## src/rtl/tsu_ts_arbiter.sv

```systemverilog
// tsu_ts_arbiter: round-robin reader of NUM_Q timestamp queues, forwarding one
// 128-bit record at a time on a valid/ready stream.  Rev 1.0
`default_nettype none

module tsu_ts_arbiter #(
  parameter int NUM_Q  = 4,
  parameter int RD_LAT = 1
) (
  input  logic                   q_rd_clk,
  input  logic                   rst,
  input  logic [NUM_Q-1:0]       q_en_mask,
  input  logic [8*NUM_Q-1:0]     q_rd_stat,
  input  logic [128*NUM_Q-1:0]   q_rd_data,
  output logic [NUM_Q-1:0]       q_rd_en,
  output logic                   m_tvalid,
  input  logic                   m_tready,
  output logic [127:0]           m_tdata,
  output logic [2:0]             m_tid,
  output logic [15:0]            fwd_cnt
);

  localparam int         GW        = (NUM_Q > 1) ? $clog2(NUM_Q) : 1;
  localparam logic [1:0] WAIT_LOAD = 2'(RD_LAT - 1);

  typedef enum logic [1:0] {
    IDLE = 2'd0,
    READ = 2'd1,
    WAIT = 2'd2,
    HOLD = 2'd3
  } state_t;

  state_t          state_q, state_d;
  logic [GW-1:0]   grant_q, grant_d;
  logic [GW-1:0]   last_grant_q, last_grant_d;
  logic [1:0]      wait_cnt_q, wait_cnt_d;
  logic [127:0]    tdata_q, tdata_d;
  logic [2:0]      tid_q, tid_d;
  logic [15:0]     fwd_cnt_q, fwd_cnt_d;

  logic [NUM_Q-1:0] req;
  logic [127:0]     q_word [NUM_Q];
  logic             rr_found;
  logic [GW-1:0]    rr_idx;
  logic [GW-1:0]    rr_cand;
  int               rr_pos;

  generate
    for (genvar gi = 0; gi < NUM_Q; gi++) begin : g_slice
      assign req[gi]    = q_en_mask[gi] & (|q_rd_stat[8*gi +: 4]);
      assign q_word[gi] = q_rd_data[128*gi +: 128];
    end
  endgenerate

  // Search starts one past the last serviced queue so every requester is
  // reached within NUM_Q grants.
  always_comb begin
    rr_found = 1'b0;
    rr_idx   = '0;
    rr_cand  = '0;
    rr_pos   = 0;
    for (int k = 1; k <= NUM_Q; k++) begin
      rr_pos  = (int'(last_grant_q) + k) % NUM_Q;
      rr_cand = GW'(rr_pos);
      if (!rr_found && req[rr_cand]) begin
        rr_found = 1'b1;
        rr_idx   = rr_cand;
      end
    end
  end

  always_comb begin
    state_d      = state_q;
    grant_d      = grant_q;
    last_grant_d = last_grant_q;
    wait_cnt_d   = wait_cnt_q;
    tdata_d      = tdata_q;
    tid_d        = tid_q;
    fwd_cnt_d    = fwd_cnt_q;
    q_rd_en      = '0;
    m_tvalid     = 1'b0;
    case (state_q)
      IDLE: begin
        if (rr_found) begin
          grant_d = rr_idx;
          state_d = READ;
        end
      end
      READ: begin
        q_rd_en[grant_q] = 1'b1;
        last_grant_d     = grant_q;
        wait_cnt_d       = WAIT_LOAD;
        state_d          = WAIT;
      end
      WAIT: begin
        if (wait_cnt_q == 2'd0) begin
          tdata_d = q_word[grant_q];
          tid_d   = 3'(grant_q);
          state_d = HOLD;
        end else begin
          wait_cnt_d = wait_cnt_q - 2'd1;
        end
      end
      HOLD: begin
        m_tvalid = 1'b1;
        if (m_tready) begin
          fwd_cnt_d = fwd_cnt_q + 16'd1;
          state_d   = IDLE;
        end
      end
      default: state_d = IDLE;
    endcase
  end

  always_ff @(posedge q_rd_clk or posedge rst) begin
    if (rst) begin
      state_q      <= IDLE;
      grant_q      <= '0;
      last_grant_q <= GW'(NUM_Q - 1);
      wait_cnt_q   <= 2'd0;
      tdata_q      <= '0;
      tid_q        <= 3'd0;
      fwd_cnt_q    <= 16'd0;
    end else begin
      state_q      <= state_d;
      grant_q      <= grant_d;
      last_grant_q <= last_grant_d;
      wait_cnt_q   <= wait_cnt_d;
      tdata_q      <= tdata_d;
      tid_q        <= tid_d;
      fwd_cnt_q    <= fwd_cnt_d;
    end
  end

  assign m_tdata = tdata_q;
  assign m_tid   = tid_q;
  assign fwd_cnt = fwd_cnt_q;

endmodule

`default_nettype wire

```

## config.mk

```make
export PLATFORM = sky130hd
export DESIGN_NAME = tsu_ts_arbiter
export DESIGN_NICKNAME = d
export VERILOG_FILES = /design/src/rtl/tsu_ts_arbiter.sv
export SDC_FILE = /design/constraint.sdc
export NUM_CORES = 1
export LEC_CHECK = 0
export BUFFER_PORTS_ARGS = -buffer_cell sky130_fd_sc_hd__buf_4
export CORE_AREA = 2 2 272 274
export CTS_CLUSTER_SIZE = 20
export DETAILED_ROUTE_END_ITERATION = 8
export DIE_AREA = 0 0 274 276
export PLACE_DENSITY = 0.37
export SYNTH_ARGS = -nofsm -noshare
export SYNTH_HDL_FRONTEND = slang
export SYNTH_SLANG_ARGS = --single-unit
```

## constraint.sdc

```tcl
create_clock -name q_rd_clk -period 5.4 [get_ports q_rd_clk]
set_clock_uncertainty 0.1 [all_clocks]
set_input_delay 1.08 -clock q_rd_clk [delete_from_list [all_inputs] [get_ports q_rd_clk]]
set_output_delay 1.08 -clock q_rd_clk [all_outputs]
set_load 0.02 [all_outputs]
```

---- After elaboration in Yosys (flattened, before gate mapping) ----
Cells that the tools add are included.
storage, ports and cells
  flip-flop bits (word level) ............. 154
  bits of input ports ..................... 551
  output and inout port bits .............. 152
  logic and storage cells ................. 80
cells by class
  $add $sub $neg .......................... 6
  order comparisons ....................... 7
  equal/unequal tests ..................... 7
  multiplexer cells ....................... 29
  bitwise logic cells ..................... 5
  reductions and logical operators ........ 19
operators with widths
  cell                                                                   count
  128-bit binary-select mux with 2-bit select                            1
  128-bit 2-to-1 mux                                                     2
  16-bit by 1-bit adder with 16-bit output (second input constant)       1
  2-bit 2-to-1 mux                                                       8
  4-bit OR reduction                                                     4
  2-bit by 3-bit < comparator with 1-bit output (second input constant)  5
  1-bit 2-to-1 mux                                                       10
  1-bit binary-select mux with 2-bit select                              4
  2-bit != test (second input constant)                                  4
  2-bit case mux with 4 select lines                                     1
  2-bit AND reduction                                                    4
  2-bit by 1-bit adder with 2-bit output (second input constant)         2
  2-bit adder (second input constant)                                    2
  1-bit bitwise AND                                                      4
  2-bit == test (second input constant)                                  2
  1-bit logical AND                                                      4
  2-bit zero test                                                        2
  4-bit 2-to-1 mux                                                       1
  2-bit case mux with 2 select lines                                     1
  3-bit >= comparator (second input constant)                            1
  1-bit zero test                                                        3
  2-bit inverter with 3-bit output                                       1
  3-bit AND reduction                                                    1
  1-bit demux with 2-bit select                                          1
  4 further kinds                                                        4

---- Longest topological paths before layout ----
  depth in word-level cells ............... 16
  mapped depth ............................ 8
  depth with buffers taken out ............ 6

---- Least setup slack after synthesis ----
OpenSTA, ideal clock, no wires.
  kind .................................... register to output
  start point ............................. reg grant_q[1]
  end point ............................... out q_rd_en[0]
  arrival time ............................ 1.378 ns
  required time ........................... 4.220 ns
  setup slack ............................. 2.842 ns
  cell stages (with the launch flop) ...... 5
  buffers on the path ..................... 3
  cell sequence ........................... dfrtp_1 > clkbuf_1 > buf_2 > buf_2 > nor3b_1
between the ends
  longest elaborated chain between the ends .. 5
  elaborated cells between the ends (all ways) .. 6
  those cells by class .................... 2 x order compare; 3 x mux; 1 x reduce/logical
ends and longest elaborated chain
  item                                                                                                                                          line  source
  start: declaration                                                                                                                            33    logic [GW-1:0] grant_q, grant_d;
  start signal: assignment                                                                                                                      125   grant_q <= grant_d;
  2-bit by 3-bit < comparator with 1-bit output (implied by the code) / 2-bit by 1-bit >= comparator with 1-bit output (equally long branches)  89    q_rd_en[grant_q] = 1'b1;
  1-bit logical AND (implied by the code)                                                                                                       89
  1-bit 2-to-1 mux (implied by the code)                                                                                                        89
  1-bit demux with 2-bit select *                                                                                                               89
  4-bit 2-to-1 mux *                                                                                                                            81    case (state_q)
  end: declaration                                                                                                                              14    output logic [NUM_Q-1:0] q_rd_en,
Mark *: on every way between the ends. The rest lies on a longest branch, timed or not.

---- Worst setup path after layout ----
  start point ............................. reg state_q[1]
  end point ............................... out q_rd_en[0]
between the ends
  longest elaborated chain between the ends .. 2
ends and longest elaborated chain
  item                                      line  source
  start: declaration                        32    state_t state_q, state_d;
  start signal: assignment                  124   state_q <= state_d;
  2-bit by 1-bit == test with 1-bit output  81
  4-bit 2-to-1 mux                          81
Every way passes these cells.

==> run_results.csv <==
group,metric,value,unit
floorplan,core_region_area,0.0726,mm^2
logic_synthesis,mappedNetlistNets,1119,
detailed_routing,vias_post_dr,8092,
clock_network,cts-htree-levels,4,
floorplan,placement_rows,99,
detailed_routing,remaining_drc_errors,0,
clock_network,post-cts-setup-buffers,0,
setup_path,timing.critical_path.arrival,1.83,ns
setup_path,worstPathCellList,"inv_1 -> ha_1 -> nor3b_1 -> buf_4",
power_and_ir_drop,cellPowerDensity,506,mW/mm^2
setup_path,crit_path_top_delay_cell,"sky130_fd_sc_hd__dfrtp_1",
logic_synthesis,synth-edff-count,0,
clock_network,cts.sinks,154,
logic_synthesis,synth_cell_types,40,
setup_path,worstPathBufferInverterCount,2,
place,gp_routability_congestion,0.782,
final_layout,layout_commonest_cell,"sky130_fd_sc_hd__buf_4",
final_layout,final_core_utilization,22.0,%
floorplan,initial_core_util,12.6,%
run_status,run_status,"finished, final reports clean",
setup_path,worst_setup_start_kind,"flop",
final_layout,final_cell_count_no_fill,2201,
place,post_dp_cell_area,0.0154,mm^2
logic_synthesis,syn_inst,561,
logic_synthesis,synth_top_flop_cell,"sky130_fd_sc_hd__dfrtp_1",
grt,grt_max_degree,80,
detailed_routing,detail_route.wl_per_cell,19.3,um
floorplan,fp.dieArea,0.0756,mm^2
grt,track_usage,11.0,%
logic_synthesis,post_synth_instance_area,0.00918,mm^2
min_path,worst_hold_path.endpoint,"fwd_cnt[15]",
min_path,hold_path_class,"flop to flop",
setup_path,timing.critical_path.max_delay_family,"flip-flops",
min_path,hold_depth,1,
clock_network,cts_hold_buffers,0,
final_layout,final_design_area_no_fill,0.0159,mm^2
place,numPlacedInstances,2167,
final_layout,flow.area_growth_from_synthesis,73.7,%
power_and_ir_drop,worst_ir_drop_vdd,264,uV
grt,grt_pass1_wl,60.3,mm
setup_path,cp-end-kind,"output port",
timing,period_utilization,55.8,%
timing,setup_violations,0,
detailed_routing,drt.antenna.violating_nets,0,
setup_path,worst-path-max-fanout,8,
timing,setup_repair_after_global_routing_missed_its_margin,"no",
grt,grt_remaining_overflow,0,
logic_synthesis,portion_of_the_post_synthesis_area_used_by_sequential_elements,42.0,%
min_path,hold_path.startpoint,"fwd_cnt[15]",
floorplan,die_w,274,um
timing,maxSlewViolCount,0,
detailed_routing,route.detailed.vias_per_inst,3.68,
setup_path,timing.setup.critical_path_class,"flop to output port",
clock_network,tritoncts.num_buffers,17,
detailed_routing,drt_pass1_iterations,4,
timing,layout_min_cycle_time,3.01,ns
place,buffer_ports.inserted,685,
timing,worstMarginPinSlew,0.900,ns
clock_network,cts-root-to-sink-buffers,2,
setup_path,reg2regPathDepth,5,
timing,setup_slack,2.39,ns
final_layout,layout-drive-gt1-share,80.1,%
flow_run,number_of_max_cap_violations,0,
clock_network,cts_repair_resize_count,0,
grt,number_of_antenna_violations_at_the_first_check_in_global_routing,11,
timing,hold_viol_final,0,
timing,slew_headroom,40.0,%
setup_path,setup.reg_to_reg.worst_slack,2.81,ns
floorplan,io_pins,703,
floorplan,floorplan.die.height,276,um
clock_network,tritoncts,"done",
detailed_routing,wl_final,42.5,mm
timing,maximum_frequency_from_static_timing_analysis,332,MHz
timing,tns,0,ns
grt,number_of_global_route_vias_before_repair,9096,
power_and_ir_drop,total_leakage_power,7.13,nW
final_layout,final_nets,1785,
setup_path,timing.rr.start,"state_q[0]",
setup_path,critPathRequiredTime,4.22,ns
setup_path,cpPeakStageDelay,0.41,ns
clock_network,cts-root-buf,"sky130_fd_sc_hd__clkbuf_16",
setup_path,reg_to_reg_end,"m_tdata[49]",
logic_synthesis,async_reset_ff_share,100,%
logic_synthesis,total_of_warnings_raised_by_yosys,0,
logic_synthesis,syn_avg_cell_area,16.4,um^2
final_layout,final.fill_count,7873,
clock_network,clkSlewWorstSetupHoldPaths,0.07,ns
place,detailedPlace.worstSlack,2.61,ns
detailed_routing,detailedRoute.firstIterationViolations,224,
logic_synthesis,postSynthRegisterBits,154,
place,hpwlAfterDp,34.4,mm
clock_network,later_pin_clock_latency_in_the_skew_report,0.47,ns
final_layout,highest_count_cells_in_the_layout_ignoring_fill_and_taps,"sky130_fd_sc_hd__buf_4 (690), sky130_fd_sc_hd__dfrtp_1 (150), sky130_fd_sc_hd__mux2_2 (133)",
flip-flops by register name, summed over array words and instances (netlist names):
name / flops
m_tdata: 128
grant_q: 2
fwd_cnt: 16
last_grant_q: 2
wait_cnt_q: 2
state_q: 2
m_tid: 2
worst max-delay path by stage:
stage,startpoint,end,depth (start not counted)
global placement,q_rd_stat[9],state_q[1],5
floorplan,rst,fwd_cnt[0],1
detailed placement,q_rd_stat[9],state_q[1],5
CTS,state_q[1],q_rd_en[0],4
finish,state_q[1],q_rd_en[0],4
global route,state_q[1],q_rd_en[0],4
Yosys cell counts, types with 2 or more instances:
master                     count  area share, %
sky130_fd_sc_hd__nor3_1        3           0.16
sky130_fd_sc_hd__o41ai_2       3           0.53
sky130_fd_sc_hd__buf_6         8           0.98
sky130_fd_sc_hd__nor2_1        7           0.29
sky130_fd_sc_hd__inv_1        10           0.41
sky130_fd_sc_hd__nand2_1      13           0.53
sky130_fd_sc_hd__mux4_2      128             31
sky130_fd_sc_hd__and2_1        2           0.14
sky130_fd_sc_hd__a22oi_1       2           0.16
sky130_fd_sc_hd__o31ai_1       2           0.16
sky130_fd_sc_hd__clkbuf_1     12           0.49
sky130_fd_sc_hd__dfrtp_1     152             41
sky130_fd_sc_hd__o41a_1        2           0.25
sky130_fd_sc_hd__o21ai_0       3           0.16
sky130_fd_sc_hd__xnor2_1      10           0.95
sky130_fd_sc_hd__dfstp_2       2           0.57
sky130_fd_sc_hd__nand3_1       7           0.38
sky130_fd_sc_hd__xor2_1        5           0.48
sky130_fd_sc_hd__a31oi_1       2           0.14
sky130_fd_sc_hd__mux2_2      133             16
sky130_fd_sc_hd__and3_1        6           0.41
sky130_fd_sc_hd__ha_1          7           0.95
sky130_fd_sc_hd__a41oi_1       2           0.19
sky130_fd_sc_hd__buf_2        15           0.82
sky130_fd_sc_hd__buf_1        10           0.41
stage by stage:
step           hold WS [ns]  total power [mW]
3_5_place_dp          0.375              7.04
4_1_cts               0.386              8.31
5_1_grt               0.406              8.63
6_report              0.378              8.07
3_3_place_gp          0.366              7.01
2_1_floorplan         0.355              5.18
worst reg2reg max path, cell delays in order (launching register included):
cell	delay, ns
sky130_fd_sc_hd__dfrtp_1	0.39
sky130_fd_sc_hd__inv_1	0.11
sky130_fd_sc_hd__ha_1	0.30
sky130_fd_sc_hd__nand2_4	0.61
sky130_fd_sc_hd__buf_4	0.58
sky130_fd_sc_hd__mux2_2	0.39
routing by layer:
metal / track usage (%) / wire length (um)
met5: 0 / 54
met1: 11.3 / 15100
met2: 19.9 / 22200
met4: 3.65 / 890
met3: 4.45 / 4210
power by group:
group	internal [mW]	switching, mW
Clock	0.637	0.570
Combinational	2.55	2.18
Sequential	1.73	0.397
Total	4.92	3.15
layout make-up:
| class | count | area, um^2 | area share, % |
|---|---|---|---|
| diodes | 3 | 7.51 | 0.0471 |
| clock buffers | 19 | 433 | 2.72 |
| clock inverters | 12 | 116 | 0.730 |
| inverters | 10 | 42.5 | 0.267 |
| multi-input cells | 351 | 5040 | 31.6 |
| flip-flops and latches | 154 | 3860 | 24.2 |
| well taps | 959 | 1200 | 7.53 |
| repair buffers | 693 | 5240 | 32.9 |
logic make-up after synthesis:
kind of cell    after synthesis  synth area share, %
mux                         262                 47.8
flops                       154                 42.0
buf+inv                      56                 3.19
simple gates                 43                 2.36
compound gates               23                 2.17
xor+xnor                     15                 1.43
fa+ha+maj                     7                0.954
other cells                   1               0.0409
(Power assumes the default switching activity.)
